$ cat config.mk
export PLATFORM = sky130hd
export DESIGN_NAME = play_arbiter
export DESIGN_NICKNAME = d
export VERILOG_FILES = /design/src/rtl/play_arbiter.sv
export SDC_FILE = /design/constraint.sdc
export NUM_CORES = 1
export LEC_CHECK = 0
export CAP_MARGIN = 5
export CORE_ASPECT_RATIO = 0.9
export CORE_MARGIN = 2
export CORE_UTILIZATION = 40
export DETAILED_ROUTE_END_ITERATION = 10
export DONT_BUFFER_PORTS = 1
export MAX_ROUTING_LAYER = met4
export PLACE_DENSITY = 0.6
export REMOVE_ABC_BUFFERS = 1
export SLEW_MARGIN = 5
export SYNTH_ARGS = -nofsm -noshare
export SYNTH_HDL_FRONTEND = slang
export SYNTH_SLANG_ARGS = --single-unit
$ cat constraint.sdc
create_clock -name clk -period 4.2 [get_ports clk]
set_clock_uncertainty 0.1 [all_clocks]
set_input_delay 0.42 -clock clk [delete_from_list [all_inputs] [get_ports clk]]
set_output_delay 0.42 -clock clk [all_outputs]
set_load 0.02 [all_outputs]
$ cat src/rtl/play_arbiter.sv
// Output-path arbiter for the free/auto/learn play engines.
// Every grant change inserts a silent gap and a one-cycle restart pulse to the new engine.
module play_arbiter #(
   parameter int MUTE_CYCLES = 4
) (
   input  logic       clk,
   input  logic       reset,
   input  logic [2:0] mode,
   input  logic [3:0] free_note,
   input  logic [3:0] auto_note,
   input  logic [3:0] learn_note,
   input  logic [6:0] free_led,
   input  logic [6:0] auto_led,
   input  logic [6:0] learn_led,
   input  logic [1:0] free_octave,
   input  logic [1:0] auto_octave,
   input  logic [1:0] learn_octave,
   input  logic [3:0] free_num,
   input  logic [3:0] auto_num,
   input  logic [3:0] learn_num,
   output logic [3:0] note_out,
   output logic [6:0] led_out,
   output logic [1:0] octave_out,
   output logic [3:0] num,
   output logic [2:0] src_rst,
   output logic [2:0] active,
   output logic       busy
);

   localparam int CW = $clog2(MUTE_CYCLES) + 1;
   localparam logic [CW-1:0] LAST = CW'(MUTE_CYCLES - 1);
   localparam int DW = 17;

   typedef enum logic [1:0] {IDLE, MUTE, START, RUN} state_t;

   state_t          state_reg, state_next;
   logic [2:0]      target_reg, target_next;
   logic [CW-1:0]   count_reg, count_next;
   logic [DW-1:0]   data_reg, data_next;

   logic            mode_valid;
   logic [DW-1:0]   src_bus [3];
   logic [DW-1:0]   masked  [3];
   logic [DW-1:0]   granted;

   assign mode_valid = (mode == 3'b100) || (mode == 3'b010) || (mode == 3'b001);

   // Engine fields packed as {note, led, octave, num}, indexed like the mode bits.
   assign src_bus[2] = {free_note,  free_led,  free_octave,  free_num};
   assign src_bus[1] = {auto_note,  auto_led,  auto_octave,  auto_num};
   assign src_bus[0] = {learn_note, learn_led, learn_octave, learn_num};

   genvar gi;
   generate
      for (gi = 0; gi < 3; gi++) begin : g_mask
         assign masked[gi] = target_reg[gi] ? src_bus[gi] : '0;
      end
   endgenerate

   assign granted = masked[0] | masked[1] | masked[2];

   always_comb begin
      state_next  = state_reg;
      target_next = target_reg;
      count_next  = count_reg;
      data_next   = '0;
      case (state_reg)
         IDLE: begin
            if (mode_valid) begin
               state_next  = MUTE;
               target_next = mode;
               count_next  = '0;
            end
         end
         MUTE, START: begin
            if (!mode_valid) begin
               state_next  = IDLE;
               target_next = '0;
            end else if (mode != target_reg) begin
               state_next  = MUTE;
               target_next = mode;
               count_next  = '0;
            end else if (state_reg == START) begin
               state_next = RUN;
            end else if (count_reg == LAST) begin
               state_next = START;
            end else begin
               count_next = count_reg + CW'(1);
            end
         end
         RUN: begin
            if (!mode_valid) begin
               state_next  = IDLE;
               target_next = '0;
            end else if (mode != target_reg) begin
               state_next  = MUTE;
               target_next = mode;
               count_next  = '0;
            end else begin
               data_next = granted;
            end
         end
         default: begin
            state_next  = IDLE;
            target_next = '0;
         end
      endcase
   end

   always_ff @(posedge clk or posedge reset) begin
      if (reset) begin
         state_reg  <= IDLE;
         target_reg <= '0;
         count_reg  <= '0;
         data_reg   <= '0;
      end else begin
         state_reg  <= state_next;
         target_reg <= target_next;
         count_reg  <= count_next;
         data_reg   <= data_next;
      end
   end

   assign note_out   = data_reg[16:13];
   assign led_out    = data_reg[12:6];
   assign octave_out = data_reg[5:4];
   assign num        = data_reg[3:0];
   assign src_rst    = (state_reg == START) ? target_reg : 3'b000;
   assign active     = (state_reg == RUN) ? target_reg : 3'b000;
   assign busy       = (state_reg == MUTE) || (state_reg == START);

endmodule

==> key figures, run 1 <==
Outcome
  – Status: completed

Floorplan
  – Height of the die: 60.3 um
  – Die width: 66.6 um
  – IO Count: 80
  – Initial Utilization: 41.7%
  – DIE AREA: 4020 um2
  – Rows: 20
  – Core Area: 3380 um2

Place
  – Post-Place Setup Slack: 2.07 ns
  – Detail Placement HPWL: 2.34 mm
  – Final Wtd Congestion: 0.840
  – Post-DP Area: 1420 um2
  – Placed cells: 166
  – Port Buf Inserts: 0

Drt
  – DR WL/cell: 18.4 um
  – DRT Pass-1 Iters: 4
  – Vias post-DR: 1056
  – Number of routed nets with antenna violations: 0
  – DRC errors left: 0
  – Drt via density: 6.21
  – 1st-iter DRT viols: 99
  – Routed WL: 3.13 mm

Finish
  – Final Util: 43.5%
  – Layout area overhead: 4.17%
  – Nets: 189
  – Share of layout cells above drive strength 1: 10.3%
  – Largest register FFs: 17
  – Fin area: 1470 um2
  – Post-Layout Cell Count: 170
  – Antenna fix cells: 0

CTS
  – H-tree levels: 1
  – # hold bufs at CTS: 0
  – Root buf cell: clkbuf_8
  – Setup Buffers After CTS: 0
  – Post-cts resize count: 0
  – CTS sink cnt: 25
  – Clock insertion delay at the later pin of the skew report: 0.26 ns
  – Clock transition at the registers of the reported paths: 0.09 ns
  – Cts bufs inserted: 3
  – Clock buffer depth: 2
  – CTS tree: built

Critical path
  – Critical path data arrival time: 2.22 ns
  – Number of buffers and inverters on the critical path: 0
  – Worst setup EP type: flop
  – Crit-path slowest cell: dfrtp_1
  – Critical-path cell list: xnor2_1, nand3_1, o31ai_4, mux2i_1
  – Family with the most delay on the worst path: flip-flops
  – Startpoint Class: flop
  – Setup CP Type: flop to flop
  – Worst-path maximum fanout: 21
  – Critical Path RT: 4.29 ns
  – Critical Path Max Stage Delay: 0.64 ns

Timing
  – Hold Slack: 0.148 ns
  – Setup Total Neg Slack: 0 ns
  – Period utilization: 50.7%
  – Slew headroom: 38.2%
  – RSZ-0062 raised after global routing: no
  – Fmax: 0.470 GHz
  – Final setup viols: 0
  – Least-Margin Pin Slew: 0.926 ns
  – Final WS setup: 2.07 ns
  – Max-slew violation count: 0
  – Final hold viol count: 0
  – Final min period: 2.13 ns

Yosys
  – Ys Warns: 0
  – Top FF cell, synth: dfrtp_1
  – Yosys reg bits: 25
  – Post-synth EDFFs: 0
  – Mapped cell area: 1410 um2
  – Synth area leaders: dfrtp_1 (44%), a222oi_1 (12%), nor2_1 (6.4%)
  – Part of the Yosys area used for sequential elements: 44.4%
  – Synth cell count leaders: dfrtp_1 (25), nor2_1 (24), a222oi_1 (17)
  – Syn Inst Count: 131
  – Cell variety after synth: 31
  – Most common cell in the synthesized netlist: dfrtp_1
  – Yosys top cell by area: dfrtp_1
  – Ys async rst share: 100%
  – Syn_area_per_cell: 10.8 um2
  – Synth top area share: 44.4%

Global routing
  – Initial antenna violation count: 0
  – First-pass GRT wire length: 4.51 mm
  – Vias in the first global route: 998
  – Total gr overflow: 0
  – All-Layer GR Usage: 15.3%
  – Pin count of the biggest net entering global routing: 26

Hold path
  – Path type of the worst min-delay path: input pin to asynchronous set/reset pin

Pwr
  – Worst vdd ir: 0.167 mV
  – Pwr Total: 782 uW
  – P per Cell Area: 532 nW/um2
  – Lkg Pwr: 0.632 nW

Run
  – Max Cap Viol: 0
where the power goes:
part           total, mW  switching (mW)  internal (mW)
logic              0.296           0.155          0.141
registers          0.347          0.0843          0.263
clock network      0.139          0.0727         0.0661
total              0.782           0.312          0.470
path summary, 6_finish.rpt:
path                                 from            end  slack, ns  cells after the start
setup / recovery            target_reg[2]  target_reg[0]       2.07                      4
hold / removal                      reset    data_reg[9]       0.15                      1
setup reg to reg            target_reg[2]  target_reg[0]       2.07                      4
hold reg to reg              count_reg[2]   count_reg[2]       0.40                      1
max in group asynchronous           reset   state_reg[0]       3.29                      1
min in group clk           free_octave[0]    data_reg[4]       0.21                      2
cells by family (layout without fill, tap and decap cells):
kind of cell / Yosys count / count (layout) / synth area share, %
flops: 25 / 25 / 44.4
simple gates: 43 / 43 / 16.1
fa+ha+maj: 6 / 6 / 5.32
mux: 8 / 8 / 5.94
compound gates: 29 / 29 / 20.9
buf+inv: 16 / 11 / 4.88
xor+xnor: 4 / 4 / 2.48
placed cells by master, fill, tap and decap left out:
cell type	n
nand2_1	1
nand4_2	1
clkinv_2	1
ha_1	6
o211ai_1	1
and3_1	2
o211ai_2	1
a222oi_1	17
o31ai_4	2
mux2_1	3
o21ai_0	3
o221ai_1	1
or3b_4	1
nand4_1	2
xnor2_1	4
nand3_1	1
nand4b_1	2
o21a_4	1
inv_1	7
nand3_2	1
clkbuf_8	3
dfrtp_1	25
or2_2	1
nor2_1	24
mux2i_1	5
a31oi_1	1
and2_1	6
o2111ai_1	1
nor3b_1	1
o21ai_2	1
metal layers:
metal,GRT usage [%],vias to the layer above,wire (um),part of all wire (%)
met5,-,-,0,0
met1,17.2,513,1240,39
li1,-,486,-,-
met3,3.01,2,254,8.1
met2,27.0,55,1620,52
met4,5.25,0,24,0.77
layout make-up:
type / count / area (um2)
Tap cell: 44 / 55.1
Multi-Input combinational cell: 90 / 716
Fill cell: 318 / 1910
Clock inverter: 1 / 5.00
Sequential cell: 25 / 626
Inverter: 7 / 26.3
Clock buffer: 3 / 41.3
(Power assumes the default switching activity.)
==> inputs of run 2 (changes only) <==
--- a/config.mk
+++ b/config.mk
@@ -12,7 +12,7 @@
 export DETAILED_ROUTE_END_ITERATION = 10
 export DONT_BUFFER_PORTS = 1
 export MAX_ROUTING_LAYER = met4
-export PLACE_DENSITY = 0.6
+export PLACE_DENSITY = 0.62
 export REMOVE_ABC_BUFFERS = 1
 export SLEW_MARGIN = 5
 export SYNTH_ARGS = -nofsm -noshare
==> constraint.sdc (replaced) <==
create_clock -name clk -period 1.9 [get_ports clk]
set_clock_uncertainty 0.1 [all_clocks]
set_input_delay 0.19 -clock clk [delete_from_list [all_inputs] [get_ports clk]]
set_output_delay 0.19 -clock clk [all_outputs]
set_load 0.02 [all_outputs]
==> run 2 against run 1 <==
  * Critical path type unchanged
  * Worst setup slack got worse by 2.0 ns
  * Critical path depth did not move
  * Maximum frequency up 17%
  * Sequential share of layout area fell by 7.0 points
==> key figures, run 2 (synthesis gave the netlist of run 1 again) <==
Floorplan
  – DIE AREA: 4020 um2 (unchanged)
  – Die width: 66.6 um (unchanged)
  – Rows: 20 (unchanged)
  – Initial Utilization: 41.7% (unchanged)
  – Core Area: 3380 um2 (unchanged)
  – Height of the die: 60.3 um (unchanged)
  – IO Count: 80 (unchanged)

Timing
  – Final hold viol count: 0 (unchanged)
  – Max-slew violation count: 0 (unchanged)
  – Setup Total Neg Slack: 0 ns (unchanged)
  – Fmax: 0.550 GHz (+17%)
  – Final min period: 1.82 ns (-0.310 ns)
  – Slew headroom: 66.3% (+28 points)
  – Period utilization: 95.8% (+45 points)
  – Hold Slack: 0.00259 ns (-0.145 ns)
  – Least-Margin Pin Slew: 0.502 ns (-0.423 ns)
  – RSZ-0062 raised after global routing: no
  – Final setup viols: 0 (unchanged)
  – Final WS setup: 0.0805 ns (-1.99 ns)

CTS
  – Clock insertion delay at the later pin of the skew report: 0.26 ns (about the same)
  – Setup Buffers After CTS: 0 (unchanged)
  – Clock buffer depth: 2 (unchanged)
  – H-tree levels: 1 (unchanged)
  – CTS tree: built
  – Root buf cell: clkbuf_8
  – CTS sink cnt: 25 (unchanged)
  – Cts bufs inserted: 3 (unchanged)
  – Clock transition at the registers of the reported paths: 0.09 ns (about the same)

Finish
  – Largest register FFs: 17 (unchanged)
  – Final Util: 52.0% (+8.5 points)
  – Most common cell after layout, fill and taps aside: dfrtp_1
  – Antenna fix cells: 0 (unchanged)
  – Fillers: 318 (unchanged)
  – Share of layout cells above drive strength 1: 13.5% (+3.1 points)
  – Layout area overhead: 24.6%
  – Most frequent cells in the layout: dfrtp_1 (25), nor2_1 (24), dlygate4sd3_1 (22), a222oi_1 (17), buf_4 (8)
  – Nets: 219 (+16%)

Critical path
  – FF-to-FF End: data_reg[11]
  – Worst setup EP type: flop
  – Crit-path slowest cell: dlygate4sd3_1
  – Number of buffers and inverters on the critical path: 2 (+2)
  – Reg2Reg Depth: 4 (unchanged)
  – Flop2flop setup slack: 0.08 ns (-1.99 ns)
  – Startpoint Class: flop
  – Crit path from: target_reg[0]
  – Critical Path Max Stage Delay: 0.60 ns (-0.04 ns)
  – Setup CP Type: flop to flop
  – Critical-path cell list: buf_4, a222oi_1, dlygate4sd3_1, nor2_1
  – Critical Path RT: 1.95 ns (-2.34 ns)
  – Critical path data arrival time: 1.87 ns (-0.35 ns)
  – Family with the most delay on the worst path: buffers and inverters
  – Worst flop-to-flop path startpoint: target_reg[0]
  – Worst-path maximum fanout: 20 (-4.8%)

Hold path
  – Path type of the worst min-delay path: input pin to flop
  – Hold Startpoint: auto_num[3]
  – Worst Hold Depth: 2
  – Worst hold endpoint: data_reg[3]

Pwr
  – Lkg Pwr: 0.759 nW (+20%)
  – P per Cell Area: 1130 nW/um2 (+110%)
  – Worst vdd ir: 0.501 mV (+200%)

Place
  – Port Buf Inserts: 0 (unchanged)
  – Post-Place Setup Slack: 0.146 ns (-1.92 ns)
  – Detail Placement HPWL: 2.42 mm (+3.2%)
  – Final Wtd Congestion: 0.899 (+7.0%)

Global routing
  – Total gr overflow: 0 (unchanged)
  – Vias in the first global route: 1197 (+20%)
  – Initial antenna violation count: 0 (unchanged)
  – All-Layer GR Usage: 18.8% (+3.5 points)
  – First-pass GRT wire length: 5.41 mm (+20%)
  – Pin count of the biggest net entering global routing: 26 (unchanged)

Drt
  – DRT Pass-1 Iters: 5 (+1)
  – DRC errors left: 0 (unchanged)
  – Number of routed nets with antenna violations: 0 (unchanged)
  – DR WL/cell: 18.1 um (-1.7%)
  – Routed WL: 3.62 mm (+16%)
  – Vias post-DR: 1207 (+14%)
  – 1st-iter DRT viols: 82 (-17%)
  – Drt via density: 6.04 (-2.8%)

Run
  – Max Cap Viol: 0 (unchanged)

Outcome
  – Status: completed
run 2: changes by cell type in the layout (fill, tap and decap cells not counted), sizes merged:
| cell | previous run | this run |
|---|---|---|
| dlygate4sd3 | 0 | 22 |
| buf | 0 | 8 |
run 2: repair_timing:
item	4_1_cts	5_1_grt
resized for setup	0	1
hold endpoints to repair	40	0
hold buffers	22	0
endpoints found under the setup margin	0	5
run 2: how the worst max path moves through the flow:
stage,to,slack (ns),depth (start not counted)
after global routing,count_reg[0],0.004,6
final,data_reg[11],0.08,4
after global placement,state_reg[0],0.20,6
after floorplan,state_reg[0],0.1,4
after CTS,count_reg[0],0.11,6
after detailed placement,count_reg[0],0.15,6
run 2: metal layers:
metal | global-route usage (%) | vias to the layer above | routed length, um
met3 | 2.64 | 2 | 241
met2 | 35.1 | 55 | 1880
li1 | - | 548 | -
met1 | 19.6 | 602 | 1470
met5 | - | - | 0
met4 | 8.16 | 0 | 27
run 2: area by class of cell:
class / instances / area [um2] / area share (%)
clock buffers: 3 / 41.3 / 2.35
clock inverters: 1 / 5.00 / 0.285
inverters: 7 / 26.3 / 1.50
multi-input cells: 90 / 723 / 41.2
flip-flops and latches: 25 / 626 / 35.6
well taps: 44 / 55.1 / 3.13
repair buffers: 30 / 280 / 16.0
run 2: through the flow:
stage	instance area, um2	cells	power (mW)
floorplan	1370	122	1.28
global placement	1480	174	1.52
detailed placement	1480	174	1.56
CTS	1750	200	1.99
global route	1760	200	2.12
finish	1760	200	1.98
run 2: report_power, final:
part / total, mW / switching (mW) / internal [mW]
Sequential: 0.623 / 0.0384 / 0.584
Clock: 0.308 / 0.161 / 0.146
Combinational: 1.05 / 0.556 / 0.497
Total: 1.98 / 0.756 / 1.23
